File: config.mk
export PLATFORM = sky130hd
export DESIGN_NAME = keypad_scanner
export DESIGN_NICKNAME = d
export VERILOG_FILES = /design/src/rtl/keypad_scanner.sv
export SDC_FILE = /design/constraint.sdc
export NUM_CORES = 1
export LEC_CHECK = 0
export ABC_AREA = 1
export BUFFER_PORTS_ARGS = -buffer_cell sky130_fd_sc_hd__buf_4
export CAP_MARGIN = 5
export CORE_ASPECT_RATIO = 2
export CORE_MARGIN = 10
export CORE_UTILIZATION = 51
export CTS_BUF_LIST = sky130_fd_sc_hd__clkbuf_2
export CTS_CLUSTER_DIAMETER = 120
export DETAILED_ROUTE_END_ITERATION = 6
export PLACE_DENSITY = 0.72
export SLEW_MARGIN = 20
export SYNTH_ARGS = -nofsm -noshare
export SYNTH_HDL_FRONTEND = slang
export SYNTH_SLANG_ARGS = --single-unit
File: constraint.sdc
create_clock -name clk -period 1.8 [get_ports clk]
set_clock_uncertainty 0.05 [all_clocks]
set_input_delay 0 -clock clk [delete_from_list [all_inputs] [get_ports clk]]
set_output_delay 0 -clock clk [all_outputs]
set_load 0.005 [all_outputs]
File: src/rtl/keypad_scanner.sv
// 4x5 active-low key matrix scanner with full-scan debounce.
// Emits the lowest pressed code and a level ready that gets a fresh rising edge per accepted key.
module keypad_scanner #(
    parameter int SETTLE_CYCLES  = 1000,
    parameter int DEBOUNCE_SCANS = 4
) (
    input  logic       clk,
    input  logic       rst_n,
    output logic [3:0] row_n,
    input  logic [4:0] col_n,
    output logic [4:0] keycode,
    output logic       ready
);

    typedef enum logic [1:0] {DRIVE0, DRIVE1, DRIVE2, DRIVE3} state_t;

    localparam logic [15:0] SETTLE_LAST = 16'(SETTLE_CYCLES - 1);
    localparam logic [3:0]  STABLE_MAX  = 4'(DEBOUNCE_SCANS);

    state_t      state_q, state_d;
    logic [15:0] settle_q, settle_d;
    logic [4:0]  col_meta_q, col_meta_d;
    logic [4:0]  col_sync_q, col_sync_d;
    logic [14:0] pressed_q, pressed_d;
    logic [3:0]  row_n_q, row_n_d;
    logic        prev_vld_q, prev_vld_d;
    logic [4:0]  prev_code_q, prev_code_d;
    logic [3:0]  stable_q, stable_d;
    logic        eval_q, eval_d;
    logic        gap_q, gap_d;
    logic [4:0]  keycode_q, keycode_d;
    logic        ready_q, ready_d;

    logic        sample;
    logic [19:0] scan_vec;
    logic        res_vld;
    logic [4:0]  res_code;

    always_comb begin
        col_meta_d  = col_n;
        col_sync_d  = col_meta_q;
        state_d     = state_q;
        settle_d    = settle_q + 16'd1;
        pressed_d   = pressed_q;
        row_n_d     = row_n_q;
        prev_vld_d  = prev_vld_q;
        prev_code_d = prev_code_q;
        stable_d    = stable_q;
        eval_d      = 1'b0;
        gap_d       = 1'b0;
        keycode_d   = keycode_q;
        ready_d     = ready_q;

        sample   = (settle_q == SETTLE_LAST);
        // Row 3 is never stored: it is taken straight from the synchronizer at scan end.
        scan_vec = {~col_sync_q, pressed_q};

        res_vld  = 1'b0;
        res_code = 5'd0;
        for (int i = 19; i >= 0; i--) begin
            if (scan_vec[i]) begin
                res_vld  = 1'b1;
                res_code = 5'(i);
            end
        end

        if (sample) begin
            settle_d = 16'd0;
            state_d  = state_t'(state_q + 2'd1);
            case (state_q)
                DRIVE0:  pressed_d[4:0]   = ~col_sync_q;
                DRIVE1:  pressed_d[9:5]   = ~col_sync_q;
                DRIVE2:  pressed_d[14:10] = ~col_sync_q;
                default: pressed_d        = pressed_q;
            endcase
            case (state_d)
                DRIVE0:  row_n_d = 4'b1110;
                DRIVE1:  row_n_d = 4'b1101;
                DRIVE2:  row_n_d = 4'b1011;
                default: row_n_d = 4'b0111;
            endcase
        end

        if (sample && state_q == DRIVE3) begin
            if ({res_vld, res_code} == {prev_vld_q, prev_code_q}) begin
                stable_d = (stable_q == STABLE_MAX) ? stable_q : stable_q + 4'd1;
            end else begin
                stable_d = 4'd1;
            end
            prev_vld_d  = res_vld;
            prev_code_d = res_code;
            eval_d      = 1'b1;
        end

        // Acceptance acts one clock after scan end, on the registered debounce state.
        if (gap_q) begin
            ready_d = 1'b1;
        end else if (eval_q && stable_q == STABLE_MAX) begin
            if (!ready_q && prev_vld_q) begin
                keycode_d = prev_code_q;
                ready_d   = 1'b1;
            end else if (ready_q && !prev_vld_q) begin
                ready_d = 1'b0;
            end else if (ready_q && prev_code_q != keycode_q) begin
                keycode_d = prev_code_q;
                ready_d   = 1'b0;
                gap_d     = 1'b1;
            end
        end
    end

    always_ff @(posedge clk or negedge rst_n) begin
        if (!rst_n) begin
            state_q     <= DRIVE0;
            settle_q    <= 16'd0;
            col_meta_q  <= 5'h1F;
            col_sync_q  <= 5'h1F;
            pressed_q   <= 15'd0;
            row_n_q     <= 4'b1110;
            prev_vld_q  <= 1'b0;
            prev_code_q <= 5'd0;
            stable_q    <= 4'd0;
            eval_q      <= 1'b0;
            gap_q       <= 1'b0;
            keycode_q   <= 5'd0;
            ready_q     <= 1'b0;
        end else begin
            state_q     <= state_d;
            settle_q    <= settle_d;
            col_meta_q  <= col_meta_d;
            col_sync_q  <= col_sync_d;
            pressed_q   <= pressed_d;
            row_n_q     <= row_n_d;
            prev_vld_q  <= prev_vld_d;
            prev_code_q <= prev_code_d;
            stable_q    <= stable_d;
            eval_q      <= eval_d;
            gap_q       <= gap_d;
            keycode_q   <= keycode_d;
            ready_q     <= ready_d;
        end
    end

    assign row_n   = row_n_q;
    assign keycode = keycode_q;
    assign ready   = ready_q;

endmodule

==> results.txt <==
final instance area: 4470 um2
clock tree root driver cell: clkbuf_2
Ys Warns: 0
Synth Register Bits: 65
Layout area overhead: 44.7%
max_slew headroom: 46.7%
Tot GR Track Use: 16.5%
critical path cell sequence: nand4_1 -> inv_1 -> nor2_1 -> o21bai_1 -> xor2_1 -> nand2_1 -> nor4b_4 -> nand2_1 -> nor2_2 -> nand4_1 -> nand2_1
pwr dens: 558 nW/um2
vias: 2864
Mapped Cells: 362
Final GP Congestion: 0.825
most frequent cells in the layout: 73 x buf_4, 71 x nand2_1, 51 x dfrtp_1
Starting Density: 51.9%
Setup CP Type: reg -> reg
placed insts: 487
# nets final: 485
Final Non-Filler Cells: 539
PnR worst setup slack: -423 ps
via/cell ratio: 5.31
cts bufs inserted: 9
switching power: 0.647 mW
clk buf depth: 2
crit-path max cell delay: 580 ps
sequential area share after synthesis: 53.1%
most frequent CP cell: nand2_1
# IOs: 17
critical path's slowest cell: dfstp_2
top post-synthesis cells by area: dfrtp_1 42%, nand2_1 12%, dfstp_2 11%, inv_1 6.6%, o21ai_0 5.5%
Yosys top cell area share: 42.1%
maximum vdd drop: 596 uV
Cell Area, Placed: 3640 um2
critical path launch point type: register
max frequency: 450 MHz
Synth Cell Area: 3090 um2
Slew Viols, Final: 0
Register-to-Register Path Depth: 11
period utilization: 124%
antenna violations before repair: 0
drt pass-1 iters: 4
Crit path required time: 2240 ps
die area: 9770 um2
Design Power: 2.50 mW
ANT nets after route: 0
commonest non-fill, non-tap cell in the layout: buf_4
Clk pwr share: 35.7%
I/O Buffers: 16
Clk Latency, worst-skew pair: 540 ps
violated checks: negative setup slack
final hold violations: 0
post-synth cell types: 29
core area: 5960 um2
status: finished with violations
ant diodes: 0
first-pass GRT wire length: 12.3 mm
CP max FO: 3
pre-CTS WS: -402 ps
RSZ-0062 raised after global routing: true
switching share of power: 25.9%
cell-internal power: 1.85 mW
Die X: 75.1 um
WHS: 15.1 ps
hpwl dp: 4.94 mm
Residual DRC: 0
maxcap violations: 0
final setup vio count: 35
Final min period: 2220 ps
Crit. End Element: register
Wirelength per Cell: 15.2 um
Hold Crit Class: in -> async
FP Rows: 40
CP arrival: 2660 ps
drt initial violations: 182
Mapped Nets: 376
H-tree Lvls: 3
Leak Pwr: 2.26 nW
CTS tree: yes
# clock sinks: 65
post-synthesis average cell area: 8.54 um2
worst-margin pin slew: 799 ps
sequential group share of total power: 59.8%
drt total wl: 8.18 mm
largest area contributor in the netlist: dfrtp_1
share of cells above drive strength 1: 44.3%
Comb power frac: 4.5%
clk slew on worst S/H paths: 180 ps
GRT Residual Overflow: 0
Die Span Y: 130 um
largest net degree at the start of global routing: 66
vias in the first global route: 2827
## kinds of logic (layout without fill, tap and decap cells)
kind of cell	Yosys count	count (layout)	synth area share, %
AO/OA/AOI/OAI	47	47	8.30
XOR/XNOR	10	10	2.83
flip-flops	65	65	53.1
adder cells (fa/ha/maj)	7	7	2.83
buffers and inverters	64	175	7.77
AND/OR/NAND/NOR	169	172	25.1
## stage by stage
step | utilization, % | setup TNS, ps
floorplan | - | -518
global placement | 61.2 | -2820
detailed placement | 61.2 | -3180
CTS | 68.0 | -1710
global route | 75.1 | -9330
finish | 75.1 | -4460
## power groups by stage
stage	combinational (mW)	clock [mW]	sequential, mW
finish	0.111	0.892	1.49
global route	0.126	0.967	1.50
CTS	0.104	0.907	1.49
detailed placement	0.0867	0	1.52
global placement	0.0855	0	1.52
floorplan	0.0327	0	1.52
## sequential cells by signal (all words and copies together), names as in the netlist
signal and count:
eval_q 1, state_q 2, ready 1, prev_vld_q 1, pressed_q 15, prev_code_q 5, stable_q 4, row_n 4
col_sync_q 5, gap_q 1, settle_q 16, keycode 5, col_meta_q 5
## worst paths after layout
kind                                              start                  endpoint  slack [ps]
worst max-delay path            col_sync_q[0]$_DFF_PN1_   stable_q[1]$_DFFE_PN0P_        -420
worst min-delay path                              rst_n  pressed_q[6]$_DFFE_PN0P_          20
worst max register to register  col_sync_q[0]$_DFF_PN1_   stable_q[1]$_DFFE_PN0P_        -420
worst min register to register  col_meta_q[0]$_DFF_PN1_   col_sync_q[0]$_DFF_PN1_         320
max in group asynchronous                         rst_n   stable_q[0]$_DFFE_PN0P_        1110
min in group clk                               col_n[3]   col_meta_q[3]$_DFF_PN1_          60
## critical path: cells and delay by family, from the launching register on
kind,cells,cell delay (ps)
AO/OA/AOI/OAI,1,230
XOR/XNOR,1,190
buffers and inverters,1,80
flip-flops,1,580
AND/OR/NAND/NOR,8,1060
## synth_stat cells (all sizes together)
cell     count
dfstp       13
xor2         9
o22ai        1
nor4         6
nand3       15
nor4b        1
ha           7
dfrtp       52
nand2       97
nand3b       1
o21bai       1
a221oi       2
nand4        8
o2111ai      1
o21ai       35
inv         64
xnor2        1
nor2        30
or2          1
a21oi        6
o221a        1
nor3        10
## layout make-up
cell class | instances | area, um2
clock buffer | 9 | 45.0
clock inverter | 7 | 68.8
fill | 391 | 1480
inverter | 64 | 260
multi-input combinational | 236 | 1580
sequential | 65 | 1640
tap | 63 | 78.8
timing repair buffer | 95 | 797
## what timing repair did
item                       in CTS  in global routing
setup endpoints to repair      37                 48
gates cloned                    0                  4
hold endpoints to repair       70                  0
pin swaps                       8                 24
gates resized for setup        39                 94
setup buffers                  16                 17
hold buffers                    6                  0
## layer usage
layer  routed length [um]  share of wire (%)  track usage [%]
met3                  327                4.0             3.12
met1                 2890                 35             16.2
met2                 4610                 56             29.9
met4                  351                4.3             10.5
met5                    0                  0                0
Note: power is estimated with default switching activity, not from simulation.
